<file path="src/rtl/random_range.sv">
// Parametrised LFSR random source with runtime reseeding, a zero-lockup guard
// and a rejection-sampling range sampler behind a request/response handshake.
module random_range #(
   parameter int unsigned      WIDTH     = 8,
   parameter logic [WIDTH-1:0] TAPS      = WIDTH'(8'hB8),
   parameter logic [WIDTH-1:0] SEED      = WIDTH'(8'h01),
   parameter int unsigned      OUT_W     = 5,
   parameter int unsigned      MAX_TRIES = 15
) (
   input  logic             clk,
   input  logic             rst_n,
   input  logic             update_i,
   input  logic             seed_valid_i,
   input  logic [WIDTH-1:0] seed_data_i,
   input  logic             req_valid_i,
   output logic             req_ready_o,
   input  logic [OUT_W-1:0] req_limit_i,
   output logic             rsp_valid_o,
   input  logic             rsp_ready_i,
   output logic [OUT_W-1:0] rsp_value_o,
   output logic             rsp_fallback_o,
   output logic [WIDTH-1:0] raw_o,
   output logic             busy_o
);

   localparam int unsigned LIM_W = OUT_W + 1;
   localparam int unsigned CNT_W = (MAX_TRIES < 2) ? 1 : $clog2(MAX_TRIES);
   localparam logic [CNT_W-1:0] LAST_TRY = CNT_W'(MAX_TRIES - 1);

   typedef enum logic [1:0] {
      IDLE = 2'd0,
      DRAW = 2'd1,
      HOLD = 2'd2
   } state_e;

   state_e             state_q, state_d;
   logic [WIDTH-1:0]   lfsr_q, lfsr_d;
   logic [LIM_W-1:0]   limit_q, limit_d;
   logic [CNT_W-1:0]   attempts_q, attempts_d;
   logic [OUT_W-1:0]   rsp_value_q, rsp_value_d;
   logic               rsp_fallback_q, rsp_fallback_d;

   logic [WIDTH-1:0]   lfsr_step;
   logic [LIM_W-1:0]   candidate;

   assign lfsr_step = {lfsr_q[WIDTH-2:0], ^(lfsr_q & TAPS)};
   assign candidate = {1'b0, lfsr_q[OUT_W-1:0]};

   // FSM state register
   always_ff @(posedge clk or negedge rst_n) begin
      if (!rst_n) begin
         state_q <= IDLE;
      end else begin
         state_q <= state_d;
      end
   end

   // LFSR and sampler datapath registers
   always_ff @(posedge clk or negedge rst_n) begin
      if (!rst_n) begin
         lfsr_q         <= SEED;
         limit_q        <= '0;
         attempts_q     <= '0;
         rsp_value_q    <= '0;
         rsp_fallback_q <= 1'b0;
      end else begin
         lfsr_q         <= lfsr_d;
         limit_q        <= limit_d;
         attempts_q     <= attempts_d;
         rsp_value_q    <= rsp_value_d;
         rsp_fallback_q <= rsp_fallback_d;
      end
   end

   // LFSR next value: seed load beats a forced draw step beats a free-running step
   always_comb begin
      lfsr_d = lfsr_q;
      if (seed_valid_i) begin
         lfsr_d = (seed_data_i == '0) ? SEED : seed_data_i;
      end else if ((state_q == DRAW) || update_i) begin
         lfsr_d = (lfsr_step == '0) ? SEED : lfsr_step;
      end
   end

   // Sampler next state; a seed load during DRAW stalls evaluation for that cycle
   always_comb begin
      state_d        = state_q;
      limit_d        = limit_q;
      attempts_d     = attempts_q;
      rsp_value_d    = rsp_value_q;
      rsp_fallback_d = rsp_fallback_q;
      case (state_q)
         IDLE: begin
            if (req_valid_i) begin
               limit_d    = (req_limit_i == '0) ? {1'b1, {OUT_W{1'b0}}}
                                                : {1'b0, req_limit_i};
               attempts_d = '0;
               state_d    = DRAW;
            end
         end
         DRAW: begin
            if (!seed_valid_i) begin
               if (candidate < limit_q) begin
                  rsp_value_d    = lfsr_q[OUT_W-1:0];
                  rsp_fallback_d = 1'b0;
                  state_d        = HOLD;
               end else if (attempts_q == LAST_TRY) begin
                  rsp_value_d    = '0;
                  rsp_fallback_d = 1'b1;
                  state_d        = HOLD;
               end else begin
                  attempts_d = attempts_q + CNT_W'(1);
               end
            end
         end
         HOLD: begin
            if (rsp_ready_i) begin
               state_d = IDLE;
            end
         end
         default: begin
            state_d = IDLE;
         end
      endcase
   end

   // Handshake and status outputs decoded from the registered state
   always_comb begin
      req_ready_o = 1'b0;
      rsp_valid_o = 1'b0;
      busy_o      = 1'b1;
      case (state_q)
         IDLE: begin
            req_ready_o = 1'b1;
            busy_o      = 1'b0;
         end
         HOLD: begin
            rsp_valid_o = 1'b1;
         end
         default: begin
         end
      endcase
   end

   assign rsp_value_o    = rsp_value_q;
   assign rsp_fallback_o = rsp_fallback_q;
   assign raw_o          = lfsr_q;

endmodule

</file>
<file path="config.mk">
export PLATFORM = sky130hd
export DESIGN_NAME = random_range
export DESIGN_NICKNAME = d
export VERILOG_FILES = /design/src/rtl/random_range.sv
export SDC_FILE = /design/constraint.sdc
export NUM_CORES = 1
export LEC_CHECK = 0
export ABC_AREA = 1
export BUFFER_PORTS_ARGS = -buffer_cell sky130_fd_sc_hd__buf_2
export CAP_MARGIN = 20
export CORE_MARGIN = 1.5
export CORE_UTILIZATION = 50
export DETAILED_ROUTE_END_ITERATION = 8
export GPL_TIMING_DRIVEN = 0
export HOLD_SLACK_MARGIN = 0.15
export PLACE_DENSITY = 0.76
export RECOVER_POWER = 25
export REMOVE_ABC_BUFFERS = 1
export SYNTH_ARGS = -nofsm -noshare
export SYNTH_HDL_FRONTEND = slang
export SYNTH_SLANG_ARGS = --single-unit
</file>
<file path="constraint.sdc">
create_clock -name clk -period 2.4 [get_ports clk]
set_input_delay 0.12 -clock clk [delete_from_list [all_inputs] [get_ports clk]]
set_output_delay 0.12 -clock clk [all_outputs]
set_load 0.02 [all_outputs]
</file>
Word-level counts from Yosys, hierarchy flattened --
Index checks and enable logic that the tools add are counted.
Operators by class: muxes and demuxes 23, equality and inequality tests 9, bitwise gates (word level) 1, reductions and logical operators 13, add/subtract/negate cells 1, order comparisons 1
Operators with widths (number):
- $mux 8 | 4
- $logic_not 8->1 | 2
- $mux 4 | 4
- $mux 2 | 5
- $mux 5 | 2
- $ne 2x2->1 const B | 5
- $pmux 4 s2 | 1
- $reduce_xor 8->1 | 1
- $lt 5x6->1 | 1
- $mux 6 | 1
- $pmux 2 s3 | 1
- $reduce_bool 2->1 | 3
- $logic_not 5->1 | 1
- $mux 1 | 5
- $reduce_and 5->1 | 1
- $add 4x1->4 const B | 1
- $eq 4x4->1 const B | 1
- $reduce_and 4->1 | 1
- $ne 3x1->1 const B | 1
- $reduce_and 3->1 | 1
- $eq 2x1->1 const B | 1
- $eq 2x2->1 const B | 1
- $logic_not 2->1 | 1
- $reduce_and 2->1 | 1
- other kinds (2) | 2
Storage, ports and cells: output and inout bits 17, word-level logic and storage cells 54, register bits 26

Depth between registers and ports, before layout --
Gate-level depths: netlist of run 1.
depth after elaboration 5, gate-level depth with buffers 10, depth with buffers taken out 10

Worst setup path before layout of run 1 --
OpenSTA, ideal clock, no wires.
path kind reg2reg, start point register lfsr_q[4], in the netlist raw_o[4], end point register rsp_value_q[0], in the netlist rsp_value_o[0], setup slack 0.814 ns, setup time 0.118 ns, stages on the path, launching flop included 10, buffers on the path 0, arrival time 1.468 ns, clock period less this slack 1.586 ns, cell sequence dfrtp_1 -> ha_1 -> inv_1 -> nor2_1 -> a21boi_4 -> nand2_1 -> nand2_1 -> nand2_4 -> nand2_1 -> o21ai_2
On the way: word-level cells in the longest chain between the ends 3
Ends and longest elaborated chain:
- start: declaration | RTL line 37 | logic [WIDTH-1:0] lfsr_q, lfsr_d;
- start signal: assignment | RTL line 67 | lfsr_q <= lfsr_d;
- $lt 5x6->1 * | RTL line 103 | if (candidate < limit_q) begin
- $reduce_bool 2->1 (no line)
- $reduce_and 3->1 (no line)
- end signal: assignment | RTL line 70 | rsp_value_q <= rsp_value_d;
- end: declaration | RTL line 40 | logic [OUT_W-1:0] rsp_value_q, rsp_value_d;
Mark *: on every way between the ends. The rest lies on a longest branch, timed or not. A chain may end at the register's enable or synchronous reset.

Worst setup path in the final report of run 1 --
start point register state_q[1], end point register lfsr_q[0], in the netlist raw_o[0]
On the way: word-level cells in the longest chain between the ends 3
Ends and longest elaborated chain:
- start: declaration | RTL line 36 | state_e state_q, state_d;
- start signal: assignment | RTL line 54 | state_q <= state_d;
- $eq 2x1->1 | RTL line 80 | end else if ((state_q == DRAW) || update_i) begin
- $logic_or 1x1->1 | RTL line 80
- $reduce_bool 2->1 (no line)
No other way between the ends.

==> impl_metrics.toml, run 1 <==
[min_path]
holdPathStages = 3
hp-start = "seed_valid_i"
min_to = "raw_o[5]"
hold_path_class = "in -> reg"

[timing]
holdWs_ns = 0.175
relSlewSlack = 0.0919
worst_pin_slew_ns = 1.36
setup_viol = 0
finalHoldViolCount = 0
finalCriticalPeriod_ns = 1.75
fin_ws_ns = 0.653
skew_ns = 0.00948
fmax_mhz = 572
drv_slew = 0
rsz0062_at_grt = "no"
period_share = 0.728
setup_tns_ns = 0

[route]
drc_errors = 0
vias_per_cell = 5.14
wl_um = 3320
dr.pass1.iters = 4
wl_per_cell_um = 13.0
vias = 1317
drt_iter0_markers = 36
postRouteAntennaNets = 0

[cts]
clk_pin_slew_worst_paths_ns = 0.14
post-cts-setup-buffers = 0
clockBufferDepth = 2
clock-sinks = 26
insertion_delay_ns = 0.32
cts_buffers = 3
cts_tree = "built"
cts_root_buffer = "clkbuf_4"
cts-htree-levels = 1

[setup_path]
end_kind = "register"
r2r_setup_slack_ns = 0.65
rr_startpoint = "state_q[1]"
critPathKind = "reg -> reg"
critPathSlowestCell = "dlygate4sd3_1"
cpPeakStageDelay_ns = 0.56
critical_path.top_delay_family = "buffers and inverters"
critPathBufInv = 2
r2r_cells = 6
cp_max_fo = 15
start_kind = "register"
crit_path_cell_trace = "nor2_4 -> nor3_4 -> inv_2 -> nand3_1 -> nand2_1 -> dlygate4sd3_1"
crit_required_ns = 2.67
reg2reg_to = "raw_o[0]"
critPathArrivalTime_ns = 2.02

[finish]
area_growth_pct = 26.9
antenna_cells = 0
nNetsFinal = 251
drive_gt1_frac = 0.231
fillers = 226
final_util = 0.673
fin_cells = 256
final_area_um2 = 1860

[die]
design.die.area_um2 = 3260
die_w_um = 57.1
io_pins = 36
start_util = 0.530
row_count = 19
core_area_um2 = 2760
die_h_um = 57.1

[placement]
gp_congestion = 0.779
pre_cts_ws_ns = 0.752
dp_hpwl_um = 2350
dpl_cell_area_um2 = 1650
port_buffers = 35
placed_cells = 236

[synthesis]
syn-instance-count = 174
yosys_warnings = 0
synth_top_area_share = 0.428
netlist_area_um2 = 1460
synth-seq-cells = 26
synth_largest_area_cell = "dfrtp_1"
yosysUniqueCellTypes = 34
netlist_top_cells_area = "dfrtp_1, nand2_1, inv_1"
avgSynthCellArea_um2 = 8.41
seq_area_frac_synth = 0.446

[power_and_ir_drop]
power_mw = 2.20
power_density_nw_per_um2 = 1190
irDropWorstVdd_v = 0.000835
p_leak_nw = 0.962

[global_routing]
antenna_found_initial = 0
grt-ovfl-total = 0
grt_pass1_vias = 1353
track_usage = 0.240
grt_max_degree = 27
grt_pass1_wl_um = 6130

[run_status]
status = "finished, final reports clean"

[flow_run]
cap_violations = 0
## report_power, final
| part | internal (mW) | leakage, nW | switching (mW) |
|---|---|---|---|
| sequential | 0.610 | 0.320 | 0.132 |
| combinational | 0.418 | 0.614 | 0.746 |
| clock | 0.169 | 0.0279 | 0.128 |
## worst min-delay path, stage by stage
cell     delay (ns)
buf_2          0.19
nand2_1        0.09
a31oi_1        0.07
## placed cells by master (no fill, tap or decap), drive strengths merged, types with 2 or more instances in the layout
master and instances:
nand3 12, nand4 3, a31oi 4, xnor2 3
dfrtp 25, nand2 45, o21ai 13, nor3 3
o211ai 4, dlygate4sd3 16, ha 6, inv 25
a21oi 2, buf 34, a21boi 2, clkbuf 4
nor2 17
## cells in the mapped netlist
| cell type | number |
|---|---|
| dfrtp_1 | 25 |
| inv_1 | 21 |
| or2_2 | 1 |
| o21ai_2 | 1 |
| nor3_4 | 1 |
| o21ai_1 | 4 |
| nand2_1 | 43 |
| o2bb2ai_1 | 1 |
| xor2_1 | 1 |
| a21oi_1 | 2 |
| buf_6 | 1 |
| nor3_1 | 2 |
| o211ai_1 | 4 |
| nor4_1 | 1 |
| a21boi_4 | 1 |
| ha_1 | 6 |
| xnor2_1 | 3 |
| nor2_1 | 15 |
| nand3_4 | 1 |
| nand4_1 | 3 |
| nor2_8 | 1 |
| buf_4 | 2 |
| o21ai_0 | 8 |
| a21boi_1 | 1 |
| o31ai_1 | 1 |
| a31oi_1 | 4 |
| inv_2 | 3 |
| nand3_1 | 11 |
| dfstp_2 | 1 |
| nand2_4 | 1 |
| nor2_4 | 1 |
| buf_2 | 1 |
| inv_4 | 1 |
| nand2_2 | 1 |
## per-layer routing
| metal | track usage | share of wire |
|---|---|---|
| met5 | 0 | 0 |
| met4 | 0.0797 | 0.011 |
| met3 | 0.0295 | 0.034 |
| met2 | 0.407 | 0.50 |
| met1 | 0.321 | 0.45 |
## logic make-up after synthesis
family,after synthesis,synth area share
DFF,26,0.446
and+or+nand+nor,82,0.271
AOI/OAI and AO/OA,27,0.121
xor gates and xnor gates,4,0.0240
adders and majority gates,6,0.0513
buffers and inverters,29,0.0873
## layout make-up
| cell class | instances | area (um^2) | share of cell area |
|---|---|---|---|
| inverter | 25 | 96.3 | 0.0519 |
| clock inverter | 1 | 30.0 | 0.0162 |
| sequential | 26 | 652 | 0.351 |
| timing repair buffer | 51 | 334 | 0.180 |
| multi-input combinational | 119 | 683 | 0.368 |
| tap | 31 | 38.8 | 0.0209 |
| clock buffer | 3 | 22.5 | 0.0121 |
## what timing repair did
item                       in CTS  in global routing
hold buffers                   16                  0
gates resized for setup         0                  0
hold endpoints to repair       41                  0
setup endpoints to repair       0                  0
## registers in the layout, indices dropped and copies added (netlist names)
signal,cells
raw_o,8
limit_q,6
attempts_q,4
state_q,2
rsp_fallback_o,1
rsp_value_o,5
## worst max-delay path by stage
stage                from        endpoint  cells after the start
6_report       state_q[1]        raw_o[0]                      6
5_1_grt        state_q[1]      limit_q[5]                      6
2_1_floorplan  state_q[1]      limit_q[5]                      6
4_1_cts        state_q[1]        raw_o[0]                      6
3_5_place_dp     raw_o[4]   attempts_q[1]                      8
3_3_place_gp     raw_o[4]  rsp_value_o[0]                      9
Power figures use the tool's default switching activity.
==> inputs of run 2 (changes only) <==
- clock period: 2.4 -> 1.7 ns (I/O delays scaled with it)
==> impl_metrics.toml, run 2 (synthesis results as in run 1) <==
[placement]
dp_hpwl_um = 2350
port_buffers = 35
dpl_cell_area_um2 = 1650
gp_congestion = 0.779
pre_cts_ws_ns = 0.0517

[timing]
relSlewSlack = 0.619
fin_ws_ns = 0.125
setup_viol = 0
drv_slew = 0
worst_pin_slew_ns = 0.572
finalHoldViolCount = 0
finalCriticalPeriod_ns = 1.58
holdWs_ns = 0.179
fmax_mhz = 635
skew_ns = 0.0124
period_share = 0.926

[route]
wl_um = 3510
drc_errors = 0
vias = 1353
vias_per_cell = 5.18
wl_per_cell_um = 13.4
drt_iter0_markers = 57
dr.pass1.iters = 4
postRouteAntennaNets = 0

[die]
core_area_um2 = 2760
die_w_um = 57.1
row_count = 19
die_h_um = 57.1
start_util = 0.530
design.die.area_um2 = 3260
io_pins = 36

[setup_path]
critical_path.top_delay_family = "simple AND/OR/NAND/NOR gates"
cpPeakStageDelay_ns = 0.43
path_common_cell = "nand2_2"
start_kind = "register"
crit_required_ns = 1.93
crit_path_cell_trace = "ha_1 -> nand2_1 -> nand2_2 -> a21boi_4 -> nand2_2 -> nand3_1 -> nand2_2 -> nand3_1 -> nand2_1"
rr_startpoint = "raw_o[3]"
cp.depth = 9
critPathArrivalTime_ns = 1.81
critPathBufInv = 0
end_kind = "register"
critPathKind = "reg -> reg"
r2r_cells = 9
cp_max_fo = 4
r2r_setup_slack_ns = 0.12
reg2reg_to = "attempts_q[3]"
critPathSlowestCell = "dfrtp_2"

[cts]
clk_pin_slew_worst_paths_ns = 0.15
cts_root_buffer = "clkbuf_4"
cts-htree-levels = 1
insertion_delay_ns = 0.32
cts_tree = "built"
clockBufferDepth = 2
cts_buffers = 3
clock-sinks = 26

[finish]
largest_reg_flops = 8
antenna_cells = 0
layout_commonest_cell = "nand2_1"
nNetsFinal = 256
drive_gt1_frac = 0.274
final_area_um2 = 1920
final_util = 0.696
area_growth_pct = 31.3
layout_common_cells = "nand2_1, buf_2, dfrtp_1, inv_1, dlygate4sd3_1"

[global_routing]
grt_pass1_vias = 1374
grt_max_degree = 27
antenna_found_initial = 0
track_usage = 0.242
grt_pass1_wl_um = 6190
grt-ovfl-total = 0

[power_and_ir_drop]
power_density_nw_per_um2 = 1650
pwr-share-clk = 0.133
seqPwrFrac = 0.326
irDropWorstVdd_v = 0.00121
switching_share = 0.459
p_switching_mw = 1.46
p_leak_nw = 0.981
p_int_mw = 1.72
power_mw = 3.17
comb_power_share = 0.541

[min_path]
holdPathStages = 4
hold_path_class = "in -> reg"
min_to = "raw_o[0]"
hp-start = "seed_valid_i"

[flow_run]
cap_violations = 0

[run_status]
status = "finished, final reports clean"
-- run 2: cell count changes in the layout (fill, tap and decap cells not counted), moves of 2 or more --
| cell | previous run | this run |
|---|---|---|
| buf_4 | 0 | 2 |
| dfrtp_1 | 25 | 23 |
| dfrtp_2 | 0 | 2 |
| dlygate4sd3_1 | 16 | 19 |
| nand2_1 | 43 | 39 |
| nand2_2 | 1 | 5 |
| nor2_1 | 15 | 13 |
| nor2_2 | 0 | 2 |
-- run 2: worst reg2reg max path, stage by stage, from the launching register on --
cell	delay, ns
dfrtp_2	0.43
ha_1	0.31
nand2_1	0.08
nand2_2	0.07
a21boi_4	0.20
nand2_2	0.08
nand3_1	0.10
nand2_2	0.09
nand3_1	0.07
nand2_1	0.06
-- run 2: layout make-up --
type	instances	area (um^2)
tap	31	38.8
clock buffer	3	22.5
inverter	25	96.3
timing repair buffer	56	380
fill	210	837
clock inverter	1	30.0
sequential	26	654
multi-input combinational	119	698
-- run 2: how the worst max path moves through the flow --
stage	startpoint	end	slack [ns]
3_5_place_dp	raw_o[4]	attempts_q[1]	0.05
5_1_grt	raw_o[3]	rsp_value_o[3]	-0.004
2_1_floorplan	state_q[1]	limit_q[5]	-0.11
6_report	raw_o[3]	attempts_q[3]	0.12
4_1_cts	raw_o[4]	attempts_q[1]	0.02
3_3_place_gp	raw_o[4]	rsp_value_o[0]	0.09
-- run 2: what timing repair did --
item | in CTS | in global routing
resized for setup | 0 | 8
endpoints found under the hold margin | 41 | 0
hold buffers | 19 | 0
setup buffers | 0 | 2
setup endpoints to repair | 0 | 13
-- run 2: power groups by stage --
stage | logic [mW] | clock network (mW) | registers (mW)
after floorplan | 1.01 | 0 | 1.19
after global placement | 1.54 | 0 | 1.05
after detailed placement | 1.59 | 0 | 1.06
after CTS | 1.63 | 0.435 | 1.04
after global routing | 1.93 | 0.462 | 1.06
final | 1.72 | 0.421 | 1.04
-- run 2: metrics by stage --
step | cells | setup TNS (ns)
3_5_place_dp | 236 | 0
4_1_cts | 259 | 0
2_1_floorplan | 170 | -0.457
3_3_place_gp | 236 | 0
6_report | 261 | 0
5_1_grt | 261 | -0.00400
-- run 2: routing by layer --
layer | global-route usage | vias up | wire length [um]
met2 | 0.417 | 41 | 1790
met4 | 0.0831 | 0 | 38
met1 | 0.315 | 631 | 1550
met5 | 0 | - | 0
met3 | 0.0317 | 5 | 123
li1 | - | 676 | -
==> inputs of run 3 (changes only) <==
- PLACE_DENSITY: 0.76 -> unset
- PLACE_DENSITY_LB_ADDON: unset -> 0.15
- TNS_END_PERCENT: unset -> 100
==> impl_metrics.toml, run 3 (synthesis results as in run 1) <==
[power_and_ir_drop]
p_leak_nw = 0.984
power_density_nw_per_um2 = 1600
seqPwrFrac = 0.339
pwr-share-clk = 0.108
irDropWorstVdd_v = 0.00111
comb_power_share = 0.553
switching_share = 0.472
p_int_mw = 1.61
p_switching_mw = 1.44

[placement]
gp_congestion = 0.785
port_buffers = 35
pre_cts_ws_ns = -0.0328
dp_hpwl_um = 2280

[route]
vias = 1359
postRouteAntennaNets = 0
drt_iter0_markers = 30
dr.pass1.iters = 5
wl_per_cell_um = 12.8
wl_um = 3380
drc_errors = 0
vias_per_cell = 5.17

[setup_path]
end_kind = "register"
rr_startpoint = "raw_o[3]"
r2r_cells = 9
cp_max_fo = 7
start_kind = "register"
r2r_setup_slack_ns = 0.09
crit_required_ns = 1.94
critPathArrivalTime_ns = 1.85
reg2reg_to = "rsp_value_o[1]"
critPathKind = "reg -> reg"

[global_routing]
grt-ovfl-total = 0
track_usage = 0.222
grt_pass1_vias = 1275
grt_max_degree = 27
antenna_found_initial = 0
grt_pass1_wl_um = 5600

[finish]
layout_commonest_cell = "nand2_1"
area_growth_pct = 30.7
largest_reg_flops = 8
drive_gt1_frac = 0.259
layout_common_cells = "nand2_1, buf_2, dfrtp_1, inv_1, dlygate4sd3_1"
antenna_cells = 0
nNetsFinal = 258

[run_status]
status = "finished, final reports clean"

[cts]
clockBufferDepth = 2
clk_pin_slew_worst_paths_ns = 0.15
cts_buffers = 3
cts_tree = "built"
insertion_delay_ns = 0.33
clock-sinks = 26
cts_root_buffer = "clkbuf_4"
cts-htree-levels = 1

[timing]
setup_tns_ns = 0
fin_ws_ns = 0.0921
finalHoldViolCount = 0
relSlewSlack = 0.556
setup_viol = 0
holdWs_ns = 0.149
worst_pin_slew_ns = 0.667
period_share = 0.946
finalCriticalPeriod_ns = 1.61
fmax_mhz = 622
skew_ns = 0.00545
drv_slew = 0

[die]
io_pins = 36
die_h_um = 57.1
row_count = 19
die_w_um = 57.1
core_area_um2 = 2760
design.die.area_um2 = 3260
start_util = 0.530

[min_path]
hold_path_class = "in -> reg"
min_to = "raw_o[0]"
hp-start = "seed_valid_i"
holdPathStages = 4

[flow_run]
cap_violations = 0
## run 3: metrics by stage
step	area (um^2)	power (mW)	std cells	util
after floorplan	1430	2.20	170	-
after global placement	1650	2.59	236	0.597
after detailed placement	1650	2.64	236	0.597
after CTS	1870	3.01	259	0.680
after global routing	1910	3.29	263	0.693
final	1910	3.05	263	0.693
## run 3: critical path: stages (launching register included)
cell and delay, ns:
dfrtp_2 0.46, ha_1 0.31, nand2_1 0.06, nand2_1 0.08
a21boi_4 0.18, nand2_1 0.09, nand2_1 0.10, nand2_4 0.09
nand2_1 0.07, o21ai_1 0.06
## run 3: layer usage
metal | track usage | vias to the layer above | wire, um
met3 | 0.0204 | 6 | 117
met1 | 0.280 | 629 | 1530
met5 | 0 | - | 0
met4 | 0.0997 | 0 | 63
met2 | 0.384 | 43 | 1670
li1 | - | 681 | -
## run 3: how the worst max path moves through the flow
| stage | end | cells after the start | start |
|---|---|---|---|
| final | rsp_value_o[1] | 9 | raw_o[3] |
| after global routing | attempts_q[0] | 9 | raw_o[3] |
| after CTS | rsp_value_o[1] | 9 | raw_o[4] |
| after detailed placement | limit_q[5] | 6 | state_q[1] |
| after global placement | rsp_value_o[0] | 9 | raw_o[3] |
| after floorplan | limit_q[5] | 6 | state_q[1] |
## run 3: power groups by stage
stage / Combinational [mW] / Clock, mW / Sequential (mW)
3_3_place_gp: 1.54 / 0 / 1.05
4_1_cts: 1.63 / 0.334 / 1.05
5_1_grt: 1.87 / 0.351 / 1.07
6_report: 1.69 / 0.329 / 1.04
2_1_floorplan: 1.01 / 0 / 1.19
3_5_place_dp: 1.59 / 0 / 1.06
## run 3: what timing repair did
action,4_1_cts,5_1_grt
endpoints found under the setup margin,2,12
setup buffers,0,4
hold buffers,19,0
gates resized for setup,1,3
cloned,0,0
hold endpoints to repair,41,0
## run 3: area by class of cell
cell class	count	area (um^2)
timing repair buffer	58	395
multi-input combinational	119	691
fill	203	846
clock buffer	4	36.3
inverter	25	96.3
sequential	26	654
tap	31	38.8
